<file path="config.mk">
export PLATFORM = sky130hd
export DESIGN_NAME = pc_seq_ras
export DESIGN_NICKNAME = d
export VERILOG_FILES = /design/src/rtl/pc_seq_ras.sv
export SDC_FILE = /design/constraint.sdc
export NUM_CORES = 1
export LEC_CHECK = 0
export ABC_AREA = 1
export CAP_MARGIN = 20
export CORE_UTILIZATION = 55
export CTS_BUF_LIST = sky130_fd_sc_hd__clkbuf_8
export DETAILED_ROUTE_END_ITERATION = 16
export GPL_TIMING_DRIVEN = 0
export PLACE_DENSITY_LB_ADDON = 0.08
export SYNTH_ARGS = -nofsm -noshare
export SYNTH_HDL_FRONTEND = slang
export SYNTH_SLANG_ARGS = --single-unit
</file>
<file path="constraint.sdc">
create_clock -name Clk -period 4.2 [get_ports Clk]
set_input_delay 0.84 -clock Clk [delete_from_list [all_inputs] [get_ports Clk]]
set_output_delay 0.84 -clock Clk [all_outputs]
set_load 0.02 [all_outputs]
</file>
<file path="src/rtl/pc_seq_ras.sv">
// Program-counter sequencer with run / single-step / stall control and a
// circular return-address stack serving Call and Ret.
module pc_seq_ras #(
    parameter int                ADDR_W    = 32,
    parameter logic [ADDR_W-1:0] RESET_VEC = '0,
    parameter int                STEP      = 4,
    parameter int                RAS_DEPTH = 4,
    parameter int                RAS_PTR_W = 2
) (
    input  logic              Clk,
    input  logic              Rst,
    input  logic              Run,
    input  logic              StepBtn,
    input  logic              Stall,
    input  logic              Branch,
    input  logic              BranchTaken,
    input  logic [ADDR_W-1:0] BranchTarget,
    input  logic              Jump,
    input  logic              Call,
    input  logic [ADDR_W-1:0] JumpTarget,
    input  logic              Ret,
    output logic [ADDR_W-1:0] Q,
    output logic              Valid,
    output logic              RasEmpty,
    output logic              RasFull,
    output logic              RasUnderflow,
    output logic [1:0]        o_dbg_state
);

    typedef enum logic [1:0] {
        S_IDLE      = 2'd0,
        S_RUN       = 2'd1,
        S_STEP_HOLD = 2'd2
    } state_t;

    localparam logic [RAS_PTR_W:0] DEPTH_C = (RAS_PTR_W + 1)'(RAS_DEPTH);
    localparam logic [ADDR_W-1:0]  STEP_C  = ADDR_W'(STEP);

    state_t              r_state;
    logic                r_step_d;
    logic [ADDR_W-1:0]   r_ras [RAS_DEPTH];
    logic [RAS_PTR_W-1:0] r_ptr;
    logic [RAS_PTR_W:0]  r_count;

    logic                w_step_req;
    logic                w_adv;
    state_t              w_state_nxt;
    logic [ADDR_W-1:0]   w_seq;
    logic [RAS_PTR_W-1:0] w_top_idx;
    logic                w_ras_empty;
    logic [ADDR_W-1:0]   w_q_nxt;
    logic                w_push;
    logic                w_pop;
    logic                w_replace;
    logic                w_uf_set;

    assign w_step_req  = StepBtn & ~r_step_d;
    assign w_seq       = Q + STEP_C;
    assign w_top_idx   = r_ptr - 1'b1;
    assign w_ras_empty = (r_count == '0);

    assign RasEmpty    = w_ras_empty;
    assign RasFull     = (r_count == DEPTH_C);
    assign o_dbg_state = r_state;

    // A stalled cycle freezes the mode as well as the PC; a step press seen
    // during a stall is simply lost.
    always_comb begin
        w_adv       = 1'b0;
        w_state_nxt = r_state;
        if (!Stall) begin
            case (r_state)
                S_IDLE: begin
                    if (Run) begin
                        w_state_nxt = S_RUN;
                    end else if (w_step_req) begin
                        w_adv       = 1'b1;
                        w_state_nxt = S_STEP_HOLD;
                    end
                end
                S_RUN: begin
                    w_adv = 1'b1;
                    if (!Run) w_state_nxt = S_IDLE;
                end
                S_STEP_HOLD: begin
                    if (Run)           w_state_nxt = S_RUN;
                    else if (!StepBtn) w_state_nxt = S_IDLE;
                end
                default: w_state_nxt = S_IDLE;
            endcase
        end
    end

    always_comb begin
        w_q_nxt   = w_seq;
        w_push    = 1'b0;
        w_pop     = 1'b0;
        w_replace = 1'b0;
        w_uf_set  = 1'b0;
        if (Ret) begin
            if (!w_ras_empty) begin
                w_q_nxt = r_ras[w_top_idx];
                // Ret+Call nets to zero depth change: the link lands in the popped slot.
                if (Call) w_replace = 1'b1;
                else      w_pop     = 1'b1;
            end else begin
                w_uf_set = 1'b1;
                w_push   = Call;
            end
        end else if (Call || Jump) begin
            w_q_nxt = JumpTarget;
            w_push  = Call;
        end else if (Branch && BranchTaken) begin
            w_q_nxt = BranchTarget;
        end
    end

    always_ff @(posedge Clk) begin
        if (!Rst) begin
            r_state      <= S_IDLE;
            r_step_d     <= 1'b1;
            Q            <= RESET_VEC;
            Valid        <= 1'b0;
            RasUnderflow <= 1'b0;
            r_ptr        <= '0;
            r_count      <= '0;
            for (int i = 0; i < RAS_DEPTH; i++) r_ras[i] <= '0;
        end else begin
            r_step_d <= StepBtn;
            r_state  <= w_state_nxt;
            Valid    <= w_adv;
            if (w_adv) begin
                Q <= w_q_nxt;
                if (w_uf_set) RasUnderflow <= 1'b1;
                if (w_push) begin
                    // When full this overwrites the oldest entry.
                    r_ras[r_ptr] <= w_seq;
                    r_ptr        <= r_ptr + 1'b1;
                    if (r_count != DEPTH_C) r_count <= r_count + 1'b1;
                end
                if (w_pop) begin
                    r_ptr   <= w_top_idx;
                    r_count <= r_count - 1'b1;
                end
                if (w_replace) r_ras[w_top_idx] <= w_seq;
            end
        end
    end

endmodule

</file>
==> impl_metrics.json, run 1 <==
{
  "finalHoldViolCount": 0,
  "coreArea_um2": 16500,
  "cp-start-kind": "input port",
  "synth_adder_area_share_pct": 0.351,
  "syn_to_final_growth_pct": 19.1,
  "peakVddDrop_mv": 0.245,
  "period_share_pct": 82.7,
  "worstPathCellList": "clkdlybuf4s50_1 > inv_2 > nor3_1 > nand4_1 > o21ai_2 > nand2_4 > buf_6 > nand2_2",
  "hold_start": "RasUnderflow",
  "syn_avg_cell_area_um2": 7.88,
  "port-buffer-count": 110,
  "dr.pass1.iters": 6,
  "grt_overflow": 0,
  "cts_hold_buf": 0,
  "postCtsSetupBuffers": 0,
  "clock_latency_ns": 0.48,
  "rows": 47,
  "gp_congestion": 0.981,
  "yosysSeqAreaShare_pct": 50.5,
  "io_pins": 112,
  "crit_path_end_kind": "register",
  "synth_top_family_by_area": "simple AND/OR/NAND/NOR gates",
  "tightest_slew_ns": 0.908,
  "slew_viol_final": 0,
  "finalSetupViolCount": 0,
  "status": "complete, no violations",
  "synth-simple-area-share_pct": 28.8,
  "slew_headroom_pct": 39.3,
  "die_h_um": 132,
  "layout_common_cells": "339 x nand2_1, 163 x nor2_1, 128 x edfxtp_1",
  "synth_mux_area_share_pct": 0.539,
  "critPathTopFamily": "simple AND/OR/NAND/NOR gates",
  "worstPathArrival_ns": 3.58,
  "fp.dieW_um": 132,
  "antenna_found_initial": 0,
  "synth.cell_area_um2": 9280,
  "hpwl_um": 21500,
  "fin_hold_ws_ns": 0.522,
  "worst_r2r_endpoint": "r_ras[0][7]",
  "holdPathEnd": "RasUnderflow",
  "ant_nets": 0,
  "vias": 8836,
  "final_cells": 1541,
  "p_leak_nw": 4.42,
  "antennaDiodeCount": 0,
  "drv_cap": 0,
  "dp.cells": 1509,
  "period_needed_ns": 3.47,
  "grt_use_total_pct": 34.3,
  "fmaxAchievable_mhz": 288,
  "ys_ff_latch": 170,
  "routed_wl_um": 29500,
  "synthCells": 1178,
  "critical_path_required_ns": 4.30,
  "seq_area_um2": 4680,
  "cts.sinks": 170,
  "async_flop_share_pct": 0,
  "drive_gt1_share_pct": 7.57,
  "clk_pin_slew_worst_paths_ns": 0.09,
  "synth_ff_type": "edfxtp_1",
  "crit_path_max_fanout": 32,
  "start_util_pct": 56.2,
  "drt-initial-drc-count": 923,
  "synth_edf_count": 128,
  "grt_pass1_vias": 8174,
  "synth_compound_area_share_pct": 10.5,
  "rsz0062_at_grt": "false",
  "drcViolationCount": 0,
  "r2r_cells": 9,
  "tritoncts": "done",
  "hold_class": "reg2reg",
  "crit_buf_inv": 3,
  "grt_pass1_wl_um": 44200,
  "h-tree-depth": 4,
  "cts_root_buf": "clkbuf_8",
  "path_class": "in2reg",
  "multi_input_area_um2": 3900,
  "cpPeakStageDelay_ns": 0.71,
  "fillers": 1419,
  "pwr_density_cell_nw_per_um2": 334,
  "final_nets": 1384,
  "fin_skew_ns": 0.0125,
  "cts_resized": 0,
  "synth_nets": 1254,
  "grt_max_degree": 33,
  "wire_per_inst_um": 19.1,
  "rrSetupSlack_ns": 1.40,
  "cts.path.max_buffers": 2,
  "numCtsBuffers": 17,
  "worstReg2RegStart": "r_count[1]",
  "layout_commonest_cell": "nand2_1",
  "vias_per_cell": 5.73,
  "yosys_warnings": 0,
  "ys_types": 38,
  "synth_xor_area_share_pct": 1.70,
  "holdPathStages": 2,
  "die_area_um2": 17400,
  "finalSetupTns_ns": 0,
  "cp_slowest_cell": "clkdlybuf4s50_1"
}
[worst max path at each step]
stage | startpoint | endpoint | slack (ns) | depth (start not counted)
after floorplan | StepBtn | r_ras[3][0] | 0.71 | 9
after global placement | StepBtn | r_ras[3][3] | -1.19 | 10
after detailed placement | Ret | r_ras[0][1] | 0.32 | 8
after CTS | Ret | r_ras[0][7] | 0.83 | 8
after global routing | Ret | r_ras[0][30] | 0.65 | 8
final | Ret | r_ras[1][7] | 0.73 | 8
[kinds of logic after synthesis]
family	count (synthesis)
adder cells (fa/ha/maj)	2
AO/OA/AOI/OAI	177
flip-flops	170
AND/OR/NAND/NOR	641
multiplexers	5
buffers and inverters	165
XOR/XNOR	18
[per-layer routing]
| layer | global-route usage (%) | wire length [µm] | up-vias |
|---|---|---|---|
| met5 | 0 | 0 | - |
| met4 | 20.6 | 1530 | 0 |
| met3 | 5.50 | 2600 | 88 |
| met2 | 54.5 | 13800 | 483 |
| met1 | 44.4 | 11600 | 4138 |
| li1 | - | - | 4127 |
[metrics by stage]
step / total power (W) / area [µm²] / util (%) / setup WS, ns
global route: 0.00381 / 11100 / 66.9 / 0.653
global placement: 0.00260 / 10700 / 64.5 / -1.19
CTS: 0.00367 / 11100 / 66.9 / 0.825
floorplan: 0.00232 / 9280 / - / 0.706
detailed placement: 0.00261 / 10700 / 64.7 / 0.319
finish: 0.00369 / 11100 / 66.9 / 0.726
[where the power goes]
group / switching, W / internal (W)
Sequential: 0.0000597 / 0.00190
Combinational: 0.000401 / 0.000227
Clock: 0.000661 / 0.000439
Total: 0.00112 / 0.00257
[cell usage after synthesis, types with 3 or more instances]
cell,count,share of area (%)
buf_6,9,1.1
dfxtp_1,42,9.1
and2_1,3,0.20
a31oi_1,8,0.54
nor2_1,164,6.6
xor2_1,16,1.5
nand3b_1,3,0.24
a21oi_1,69,3.7
edfxtp_1,128,41
nand2_1,342,14
nor3_1,16,0.86
o211ai_1,3,0.24
nand2_2,4,0.27
mux2i_1,5,0.54
nor2_2,23,1.6
clkbuf_1,32,1.3
a211oi_1,4,0.32
buf_2,13,0.70
buf_1,4,0.16
nand4_1,11,0.74
o21ai_0,75,4.0
inv_2,4,0.16
nand3_1,68,3.7
inv_1,99,4.0
nand2_4,3,0.36
a22oi_1,14,1.1
[sequential cells by signal (all words and copies together) (netlist names)]
name,flops
r_ras,128
Q,32
Valid,1
o_dbg_state,2
RasUnderflow,1
r_ptr,2
r_step_d,1
r_count,3
[worst reg2reg max path, stage by stage, from the launching register on]
cell and delay (ns):
dfxtp_1 0.35, nor3_1 0.50, nor3_1 0.10, nand4_1 0.20, nand2_1 0.11, nand2_2 0.15
inv_4 0.06, nand2_4 0.12, buf_6 0.20, nand2_2 0.53
[layout make-up]
| class | instances | area share, % |
|---|---|---|
| inverters | 105 | 3.59 |
| repair buffers | 111 | 10.1 |
| multi-input cells | 843 | 35.3 |
| plain buffers | 60 | 2.86 |
| clock inverters | 14 | 1.03 |
| clock buffers | 18 | 2.24 |
| well taps | 220 | 2.49 |
| flip-flops and latches | 170 | 42.4 |
Note: power is estimated with default switching activity, not from simulation.
==> run 2, diff against run 1 <==
- clock period: 4.2 -> 3.6 ns (I/O delays scaled with it)
==> results of run 2 <==
Same layout as run 1 (identical final DEF). Status: complete, no violations.
Main changes from that run: setup slack after placement 0.319 ns -> -0.161 ns; setup slack after layout 0.726 ns -> 0.246 ns; register-to-register setup slack 1.40 ns -> 0.80 ns; total power 0.00369 W -> 0.00430 W; worst IR drop on VDD 0.245 mV -> 0.286 mV
